$ cat src/rtl/hazard_fwd_tracker.sv
// Producer scoreboard for the pipelined core: tracks GPR writers through E..W with their
// remaining Tnew and derives the D-stage stall, the forward selects and their E/M copies.
module hazard_fwd_tracker #(
  parameter int NREAD = 2,
  parameter int DEPTH = 3,
  parameter int TW    = 2,
  parameter int SELW  = $clog2(DEPTH + 1)
) (
  input  logic                   clk,
  input  logic                   reset,
  input  logic                   flush,
  input  logic                   d_valid,
  input  logic [4:0]             d_dst,
  input  logic [TW-1:0]          d_tnew,
  input  logic [NREAD*5-1:0]     d_rs,
  input  logic [NREAD*TW-1:0]    d_tuse,
  input  logic                   d_is_md,
  input  logic                   md_busy,
  input  logic                   md_start_e,
  output logic                   stall,
  output logic [NREAD*SELW-1:0]  sel_d,
  output logic [NREAD-1:0]       pend_d,
  output logic [NREAD*SELW-1:0]  sel_e,
  output logic [NREAD*SELW-1:0]  sel_m,
  output logic [31:0]            stall_cnt
);

  logic [DEPTH:1]        vld_q;
  logic [4:0]            dst_q  [1:DEPTH];
  logic [TW-1:0]         tnew_q [1:DEPTH];

  logic [SELW-1:0]       km  [NREAD];
  logic [TW-1:0]         tm  [NREAD];
  logic [NREAD-1:0]      hit;
  logic [NREAD-1:0]      hz;
  logic [NREAD*SELW-1:0] sel_e_d;
  logic [NREAD*SELW-1:0] sel_m_d;

  // Stage code one cycle later; anything past the last stage reads from the regfile.
  function automatic logic [SELW-1:0] nxt(input logic [SELW-1:0] k);
    nxt = (k != '0 && int'(k) < DEPTH) ? k + SELW'(1) : '0;
  endfunction

  function automatic logic [TW-1:0] dec(input logic [TW-1:0] t);
    dec = (t == '0) ? '0 : t - TW'(1);
  endfunction

  // Scan from the oldest stage down so the youngest matching producer overwrites.
  always_comb begin
    for (int i = 0; i < NREAD; i++) begin
      km[i]  = '0;
      tm[i]  = '0;
      hit[i] = 1'b0;
      for (int k = DEPTH; k >= 1; k--) begin
        if (vld_q[k] && dst_q[k] == d_rs[5*i +: 5] && d_rs[5*i +: 5] != 5'd0) begin
          km[i]  = SELW'(k);
          tm[i]  = tnew_q[k];
          hit[i] = 1'b1;
        end
      end
    end
  end

  always_comb begin
    sel_d   = '0;
    pend_d  = '0;
    hz      = '0;
    sel_e_d = '0;
    sel_m_d = '0;
    for (int i = 0; i < NREAD; i++) begin
      if (hit[i]) begin
        if (tm[i] == '0)                       sel_d[SELW*i +: SELW] = km[i];
        else if (tm[i] <= d_tuse[TW*i +: TW])  pend_d[i] = 1'b1;
        else                                   hz[i] = 1'b1;
      end
      sel_e_d[SELW*i +: SELW] = nxt(km[i]);
      sel_m_d[SELW*i +: SELW] = nxt(sel_e[SELW*i +: SELW]);
    end
    stall = !reset && d_valid && ((|hz) || (d_is_md && (md_busy || md_start_e)));
    if (reset) begin
      sel_d  = '0;
      pend_d = '0;
    end
  end

  always_ff @(posedge clk) begin
    if (reset) begin
      vld_q     <= '0;
      sel_e     <= '0;
      sel_m     <= '0;
      stall_cnt <= '0;
    end else if (flush) begin
      vld_q <= '0;
      sel_e <= '0;
      sel_m <= '0;
    end else begin
      vld_q[1] <= !stall && d_valid && d_dst != 5'd0;
      for (int k = 1; k < DEPTH; k++) vld_q[k+1] <= vld_q[k];
      sel_e <= stall ? '0 : sel_e_d;
      sel_m <= sel_m_d;
      if (stall && stall_cnt != 32'hFFFF_FFFF) stall_cnt <= stall_cnt + 32'd1;
    end
  end

  // Payload fields are qualified by vld_q, so they need no reset.
  always_ff @(posedge clk) begin
    dst_q[1]  <= d_dst;
    tnew_q[1] <= d_tnew;
    for (int k = 1; k < DEPTH; k++) begin
      dst_q[k+1]  <= dst_q[k];
      tnew_q[k+1] <= dec(tnew_q[k]);
    end
  end

endmodule

$ cat config.mk
export PLATFORM = sky130hd
export DESIGN_NAME = hazard_fwd_tracker
export DESIGN_NICKNAME = d
export VERILOG_FILES = /design/src/rtl/hazard_fwd_tracker.sv
export SDC_FILE = /design/constraint.sdc
export NUM_CORES = 1
export LEC_CHECK = 0
export ABC_AREA = 1
export BUFFER_PORTS_ARGS = -buffer_cell sky130_fd_sc_hd__buf_2
export CAP_MARGIN = 20
export CORE_MARGIN = 3
export CORE_UTILIZATION = 45
export CTS_BUF_LIST = sky130_fd_sc_hd__clkbuf_8 sky130_fd_sc_hd__clkbuf_16
export CTS_CLUSTER_DIAMETER = 200
export DETAILED_ROUTE_END_ITERATION = 10
export GPL_TIMING_DRIVEN = 0
export PLACE_DENSITY_LB_ADDON = 0.12
export SYNTH_ARGS = -nofsm -noshare
export SYNTH_HDL_FRONTEND = slang
export SYNTH_SLANG_ARGS = --single-unit
$ cat constraint.sdc
create_clock -name clk -period 2.66 [get_ports clk]
set_input_delay 0.532 -clock clk [delete_from_list [all_inputs] [get_ports clk]]
set_output_delay 0.532 -clock clk [all_outputs]
set_load 0.01 [all_outputs]
==> results of run 1 <==
-- layout by cell type, fill, tap and decap left out, types with 3 or more instances in the layout --
cell        n
o21ai_0     3
nand3_1    11
o21bai_1   23
xnor2_1     4
nor4_1      3
nor3_1     13
nor3_2      4
ha_4        3
nand4_4     3
buf_8       3
buf_6       8
dfxtp_1    49
inv_2      22
nand2_2    24
nand4_1    26
a21oi_2     6
o21ai_1     5
nor2_1     85
nor2_2      4
a21oi_1     7
nand3_2     7
nand4_2     8
dfxtp_2    13
clkbuf_8   12
nor2_4      9
inv_1     102
ha_1        4
xor2_1      3
buf_2      72
buf_4      19
clkbuf_1    3
nand2_1   124
-- synth_stat cells, types with 5 or more instances --
cell | count | share of area
inv_2 | 10 | 0.0097
nor2_1 | 89 | 0.086
nand2_1 | 143 | 0.14
nand2_2 | 7 | 0.011
ha_1 | 7 | 0.023
nand4_1 | 26 | 0.042
a21oi_1 | 13 | 0.017
o21ai_0 | 6 | 0.0077
nor3_1 | 16 | 0.021
nor2_2 | 7 | 0.011
dfxtp_1 | 64 | 0.33
o21bai_1 | 23 | 0.044
nand4_2 | 8 | 0.026
nand3_1 | 18 | 0.023
xnor2_1 | 5 | 0.011
inv_1 | 114 | 0.11
-- layer usage --
| metal | routed length [um] | vias to the layer above |
|---|---|---|
| met1 | 4730 | 1784 |
| met4 | 146 | 0 |
| met2 | 4780 | 103 |
| li1 | - | 2063 |
| met3 | 618 | 15 |
| met5 | 0 | - |
-- worst reg2reg max path, cell delays in order (launching register included) --
cell,delay [ns]
dfxtp_4,0.37
inv_2,0.04
a21oi_2,0.14
nand2_2,0.08
nor2_4,0.14
nand2_2,0.11
nand3_2,0.10
nand2_2,0.06
nand2_2,0.07
inv_2,0.05
ha_4,0.27
a21oi_2,0.06
a21oi_2,0.14
nand2_2,0.09
nand3_4,0.08
buf_8,0.11
buf_4,0.18
buf_8,0.16
nand4_2,0.10
o21bai_1,0.16
nor2_1,0.05
-- power breakdown --
part / leakage, nW / total (mW) / internal (mW) / switching, mW
Combinational: 1.84 / 0.246 / 0.0998 / 0.146
Sequential: 0.524 / 1.01 / 0.983 / 0.0239
Clock: 0.115 / 1.00 / 0.604 / 0.397
Total: 2.48 / 2.25 / 1.69 / 0.567
-- what timing repair did --
action / 4_1_cts / 5_1_grt
endpoints found under the setup margin: 4 / 38
resized for setup: 74 / 27
endpoints found under the hold margin: 0 / 0
pin swaps: 39 / 17
buffers inserted: 20 / 5
hold buffers: 0 / 0
-- cells by family after synthesis --
group,synth area share
AND/OR/NAND/NOR,0.408
AO/OA/AOI/OAI,0.0754
XOR/XNOR,0.0180
buffers and inverters,0.146
flip-flops,0.330
adder cells (fa/ha/maj),0.0225
-- worst paths after layout --
| path | start | to | slack (ns) | depth (start not counted) |
|---|---|---|---|---|
| max | dst_q[0][13]$_DFF_P_ | stall | -0.35 | 18 |
| max reg2reg | dst_q[0][13]$_DFF_P_ | stall_cnt[31]$_SDFFE_PP0P_ | -0.02 | 20 |
| min | d_tnew[0] | tnew_q[0][2]$_DFF_P_ | 0.28 | 1 |
| min reg2reg | dst_q[0][11]$_DFF_P_ | dst_q[0][16]$_DFF_P_ | 0.38 | 0 |
-- state kept, by name, indices dropped and copies added, names as in the netlist --
register / cells
sel_e: 4
sel_m: 4
dst_q: 15
vld_q: 3
stall_cnt: 32
tnew_q: 6
-- metrics by stage --
stage | utilization | power (mW) | instances | hold slack [ns]
2_1_floorplan | - | 1.15 | 594 | 0.364
6_report | 0.612 | 2.25 | 809 | 0.282
3_3_place_gp | 0.528 | 1.22 | 772 | 0.372
5_1_grt | 0.612 | 2.36 | 809 | 0.262
3_5_place_dp | 0.528 | 1.22 | 772 | 0.378
4_1_cts | 0.604 | 2.26 | 808 | 0.273
-- cell type report --
type / instances / area (um2)
Fill cell: 756 / 3220
Tap cell: 105 / 131
Inverter: 125 / 469
Clock inverter: 4 / 75.1
Timing Repair Buffer: 94 / 559
Sequential cell: 64 / 1310
Multi-Input combinational cell: 393 / 2280
Clock buffer: 12 / 165
Buffer: 12 / 97.6
==> flow_summary.toml, run 1 <==
[placed_design]
place.port_buffers = 73
dpl_worst_slack_ns = -0.498
place.gp.congestion = 0.884
post-dp-hpwl_um = 7380
placed_area_um2 = 4380

[clock_network]
numCtsBuffers = 9
path_clk_slew_ns = 0.07
tritoncts = "done"
clockBufferDepth = 2
htree_levels = 3
clock_sinks = 64
clockRootBuffer = "clkbuf_8"
worst_skew_pair.late_latency_ns = 0.35

[sta]
finalHoldViolations = 0
slew_viol_final = 0
period_needed_ns = 3.01
setup_viol_count_final = 4
max_slew_margin = 0.633
setup_slack_ns = -0.352
clock.fmax_mhz = 332
final.setup.tns_ns = -0.987
finalCritPeriodShare = 1.13
tightest_slew_ns = 0.545
rsz0062_at_grt = "true"
fin_worst_skew_ns = 0.00932

[routing]
drc = 0
route.detailed.vias_per_inst = 4.90
drtPass1Iterations = 4
wirelength_um = 10300
drt-initial-drc-count = 131
antenna_left = 0
vias = 3965
wl_per_cell_um = 12.7

[logic_synthesis]
ys_async_sr_fraction = 0
synth_edf_count = 0
synth.avg_cell_area_um2 = 6.54
synth_flop_cell = "dfxtp_1"
ys_warn_count = 0
syn_inst = 594
yosysSeqAreaShare = 0.330
syn-num-nets = 629
synth_seq_cells = 64
yosysUniqueCellTypes = 36
syn_area_um2 = 3880

[floorplanning]
io_pins = 75
die_width_um = 98.9
core_um2 = 8300
initial_core_util = 0.468
die_h_um = 98.9
std_cell_rows = 33
dieArea_um2 = 9780

[grt]
grt.met3_usage = 0.0587
grt_max_degree = 12
grt_pass1_vias = 3721
grt_util_met1 = 0.294
grt_pass1_wl_um = 17400
grt_usage = 0.217
antenna_found_initial = 0
grt_overflow = 0
busiest_layer = "met2"
grtUsageMet2 = 0.344

[status]
violations = "setup timing"
outcome = "finished with violations"

[pwr]
p_leak_nw = 2.48
ir_drop_v = 0.000260
power-per-cell-area_nw_per_um2 = 444

[layout]
syn_to_final_growth_pct = 30.8
drive_gt1_frac = 0.331
final_area_um2 = 5080
n_antenna_cell = 0
layout.nets = 734

[worst_setup_path]
cp_num_buf_inv = 5
start_kind = "flop"
criticalPathCategory = "flop to output pin"
crit_top_cell = "nand2_2"
slowest_stage = "dfxtp_4"
cp-end-kind = "output pin"
cp_top_family = "simple AND/OR/NAND/NOR gates"
worstPathArrival_ns = 2.48
path_cells = "inv_2, a21oi_2, nand2_2, nor2_4, nand2_2, nand3_2, nand2_2, nand2_2, inv_2, ha_4, a21oi_2, a21oi_2, nand2_2, nand3_4, buf_8, nand2_4, inv_2, buf_6"
cp_data_required_time_ns = 2.13
cpPeakStageDelay_ns = 0.37
crit_fanout = 4

[job]
cap_violations = 0

[min_path]
hp-class = "input pin to flop"
No activity file was read; power rests on OpenSTA's default activity.
==> inputs of run 2 (changes only) <==
- CORE_ASPECT_RATIO: default -> 0.7
==> flow_summary.toml, run 2 (synthesis results as in run 1) <==
[worst_setup_path]
slowest_stage = "dfxtp_2"
cp_top_family = "simple AND/OR/NAND/NOR gates"
criticalPathCategory = "flop to output pin"
r2r_start = "dst_q[0][13]$_DFF_P_"
worstPathArrival_ns = 2.42
crit_top_cell = "nand2_2"
crit_fanout = 5
cpPeakStageDelay_ns = 0.35
cp-startpoint = "dst_q[0][13]$_DFF_P_"
cp_data_required_time_ns = 2.13
path_cells = "inv_2, a21oi_2, nand2_2, nor2_4, nand2_2, nand3_2, nand2_2, nand2_2, inv_2, ha_4, a21oi_2, a21oi_2, nand2_2, nand3_4, buf_8, nand2_4, inv_2, buf_6"
start_kind = "flop"
cp_num_buf_inv = 5
cp-end-kind = "output pin"

[layout]
reg.largest.list = "stall_cnt (32), dst_q (15), tnew_q (6)"
drive_gt1_frac = 0.340
nFillCells = 736
final_cell_mix = "114 x nand2_1, 103 x inv_1, 81 x nor2_1"
layout.nets = 732
n_antenna_cell = 0
largest_reg_flops = 32
layout_commonest_cell = "nand2_1"
syn_to_final_growth_pct = 34.4
top_register = "stall_cnt"

[status]
outcome = "finished with violations"
violations = "setup timing"

[sta]
slew_viol_final = 0
setup_slack_ns = -0.295
max_slew_margin = 0.626
rsz0062_at_grt = "true"
period_needed_ns = 2.95
tightest_slew_ns = 0.556
final.setup.tns_ns = -3.81
finalCritPeriodShare = 1.11
clock.fmax_mhz = 338
setup_viol_count_final = 25
finalHoldViolations = 0
fin_worst_skew_ns = 0.00477

[grt]
grt_overflow = 0
grt_usage = 0.229
antenna_found_initial = 0
grt_pass1_wl_um = 17900
grt_max_degree = 11
grt_pass1_vias = 3757

[floorplanning]
die_width_um = 117
initial_core_util = 0.479
die_h_um = 83.7
io_pins = 75
std_cell_rows = 27
core_um2 = 8110
dieArea_um2 = 9800

[clock_network]
path_clk_slew_ns = 0.05
htree_levels = 3
clockRootBuffer = "clkbuf_16"
worst_skew_pair.late_latency_ns = 0.33
numCtsBuffers = 9
clockBufferDepth = 2
tritoncts = "done"
clock_sinks = 64

[pwr]
p_total_mw = 2.35
power-per-cell-area_nw_per_um2 = 449
ir_drop_v = 0.000386
p_leak_nw = 2.51

[job]
cap_violations = 0

[routing]
drc = 0
vias = 4006
route.detailed.vias_per_inst = 5.01
wirelength_um = 11200
drtPass1Iterations = 5
antenna_left = 0
drt-initial-drc-count = 313
wl_per_cell_um = 14.1

[placed_design]
place.port_buffers = 73
post-dp-hpwl_um = 8010
place.gp.congestion = 0.885

[min_path]
worstHoldStart = "d_tnew[0]"
hp-class = "input pin to flop"
run 2: path summary, 6_finish.rpt:
| kind | end | slack (ns) | cells past startpoint |
|---|---|---|---|
| setup / recovery | stall | -0.29 | 18 |
| hold / removal | tnew_q[0][2]$_DFF_P_ | 0.31 | 1 |
| setup reg to reg | stall_cnt[30]$_SDFFE_PP0P_ | -0.21 | 24 |
| hold reg to reg | dst_q[0][12]$_DFF_P_ | 0.37 | 0 |
run 2: routing by layer:
layer  global-route usage  routed length (um)  vias up
met3               0.0478                 696       13
li1                     -                   -     2050
met4               0.0510                 140        0
met5                    0                   0        -
met1                0.348                5550     1821
met2                0.329                4860      122
run 2: repair_timing:
| action | 4_1_cts | 5_1_grt |
|---|---|---|
| setup buffers | 10 | 8 |
| cloned | 0 | 1 |
| resized for setup | 70 | 50 |
| pin swaps | 34 | 31 |
| hold buffers | 0 | 0 |
| hold endpoints to repair | 0 | 0 |
| endpoints found under the setup margin | 22 | 38 |
run 2: report_power, final:
| group | leakage, nW | internal, mW | switching [mW] |
|---|---|---|---|
| combinational | 1.85 | 0.117 | 0.161 |
| sequential | 0.524 | 0.986 | 0.0237 |
| clock | 0.135 | 0.659 | 0.400 |
| total | 2.51 | 1.76 | 0.584 |
run 2: metrics by stage:
stage               utilization  instances  hold slack [ns]  worst slack, ns  cell area, um2
floorplan                     -        594            0.364           0.0106            3880
global placement          0.540        768            0.374           -0.536            4380
detailed placement        0.540        768            0.373           -0.573            4380
CTS                       0.608        791            0.300           -0.258            4930
global route              0.644        800            0.305           -0.443            5220
finish                    0.644        800            0.307           -0.295            5220
run 2: layout make-up:
class / instances / area [um2] / area share
clock buffer: 11 / 253 / 0.0484
timing repair buffer: 92 / 591 / 0.113
buffer: 12 / 103 / 0.0196
clock inverter: 2 / 8.76 / 0.00168
tap: 101 / 126 / 0.0242
multi-input combinational: 393 / 2370 / 0.454
sequential: 64 / 1300 / 0.249
inverter: 125 / 472 / 0.0903
==> inputs of run 3 (changes only) <==
- CELL_PAD_IN_SITES_DETAIL_PLACEMENT: default -> 1
- CELL_PAD_IN_SITES_GLOBAL_PLACEMENT: default -> 2
- CORE_UTILIZATION: 45 -> 27
==> flow_summary.toml, run 3 (synthesis results as in run 1) <==
[routing]
wl_per_cell_um = 14.6
antenna_left = 0
drc = 0
drtPass1Iterations = 4
wirelength_um = 13100
vias = 4024
route.detailed.vias_per_inst = 4.52
drt-initial-drc-count = 117

[worst_setup_path]
crit_fanout = 5
start_kind = "input pin"
reg2reg_to = "stall_cnt[30]$_SDFFE_PP0P_"
worstPathArrival_ns = 2.48
cp-end-kind = "output pin"
r2r_start = "dst_q[0][11]$_DFF_P_"
r2r_cells = 20
cp_data_required_time_ns = 2.13
rrSetupSlack_ns = -0.01
criticalPathCategory = "input pin to output pin"

[layout]
largest_reg_flops = 32
layout.nets = 731
top_register = "stall_cnt"
final_cell_mix = "120 x nand2_1, 97 x inv_1, 83 x nor2_1"
syn_to_final_growth_pct = 36.0
n_antenna_cell = 0
final_area_um2 = 5280
layout_commonest_cell = "nand2_1"
reg.largest.list = "stall_cnt (32), dst_q (15), tnew_q (6)"
drive_gt1_frac = 0.350

[floorplanning]
dieArea_um2 = 15900
io_pins = 75
core_um2 = 14000
std_cell_rows = 36
die_h_um = 106
die_width_um = 149
initial_core_util = 0.277

[clock_network]
path_clk_slew_ns = 0.05
htree_levels = 3
worst_skew_pair.late_latency_ns = 0.34
tritoncts = "done"
clock_sinks = 64
numCtsBuffers = 9
cts_hold_buf = 0
clockBufferDepth = 2
clockRootBuffer = "clkbuf_16"

[sta]
max_slew_margin = 0.666
slew_viol_final = 0
rsz0062_at_grt = "true"
period_needed_ns = 3.01
setup_slack_ns = -0.350
finalCritPeriodShare = 1.13
clock.fmax_mhz = 332
tightest_slew_ns = 0.501
finalHoldViolations = 0
final.setup.tns_ns = -0.646
fin_worst_skew_ns = 0.00495
setup_viol_count_final = 5

[grt]
grt_pass1_wl_um = 21500
grt_max_degree = 12
antenna_found_initial = 0
grt_usage = 0.172
grt_overflow = 0
grt_pass1_vias = 4148

[status]
outcome = "finished with violations"
violations = "setup timing"

[min_path]
worstHoldStart = "d_tnew[0]"
hold_end = "tnew_q[0][2]$_DFF_P_"
whs_path_depth = 1
hp-class = "input pin to flop"

[job]
cap_violations = 0

[placed_design]
dpl_worst_slack_ns = -0.671
placed_area_um2 = 4490
post-dp-hpwl_um = 10200
place.port_buffers = 73
place.gp.congestion = 0.794

[pwr]
p_leak_nw = 2.49
ir_drop_v = 0.000263
power-per-cell-area_nw_per_um2 = 457
-- run 3: cell count changes in the layout (fill, tap and decap cells not counted), sizes merged --
cell / change
clkinvlp: +1
inv: -1
clkbuf: -1
clkinv: +3
-- run 3: how the worst max path moves through the flow --
stage / start / endpoint / slack (ns)
final: d_rs[0] / stall / -0.35
after global routing: dst_q[0][19]$_DFF_P_ / stall / -0.51
after CTS: dst_q[0][13]$_DFF_P_ / stall / -0.33
after detailed placement: d_rs[4] / stall / -0.67
after global placement: d_rs[4] / stall / -0.67
after floorplan: d_rs[1] / stall / 0.01
-- run 3: worst max-delay path: stages --
cell and delay, ns:
buf_4 0.14, nor2_2 0.12, nand2_1 0.09, nor2_4 0.14, nor2_1 0.06, nand2_2 0.13
nand2_1 0.07, inv_1 0.06, nand2_1 0.06, nand2_2 0.07, inv_2 0.04, ha_4 0.25
a21oi_4 0.14, a21oi_2 0.05, nand2_2 0.09, nand3_4 0.09, buf_8 0.14, nand2_4 0.05
inv_2 0.04, buf_6 0.11
-- run 3: timing repair --
| action | CTS | global route |
|---|---|---|
| endpoints found under the setup margin | 42 | 41 |
| gates resized for setup | 63 | 55 |
| setup buffers | 13 | 6 |
| pin swaps | 35 | 38 |
-- run 3: power by group --
part	switching, mW	internal (mW)	total, mW
Sequential	0.0261	0.983	1.01
Clock	0.466	0.678	1.14
Combinational	0.158	0.103	0.260
-- run 3: cell type report --
class / count / area (um2)
repair buffers: 92 / 528
plain buffers: 11 / 97.6
well taps: 190 / 238
clock inverters: 5 / 31.3
flip-flops and latches: 64 / 1310
multi-input cells: 393 / 2350
clock buffers: 11 / 253
fillers: 1807 / 8730
inverters: 125 / 479
-- run 3: stage by stage --
step | power, mW | instances | util | hold slack [ns]
final | 2.41 | 891 | 0.377 | 0.297
after global routing | 2.54 | 891 | 0.377 | 0.275
after CTS | 2.44 | 886 | 0.363 | 0.283
after detailed placement | 1.24 | 857 | 0.320 | 0.378
after global placement | 1.23 | 857 | 0.320 | 0.372
after floorplan | 1.15 | 594 | - | 0.364
-- run 3: metal layers --
metal / track usage / share of wire / up-vias
met4: 0.0483 / 0.011 / 0
met3: 0.0469 / 0.048 / 11
met2: 0.240 / 0.41 / 69
met5: 0 / 0 / -
li1: - / - / 2047
met1: 0.257 / 0.53 / 1897
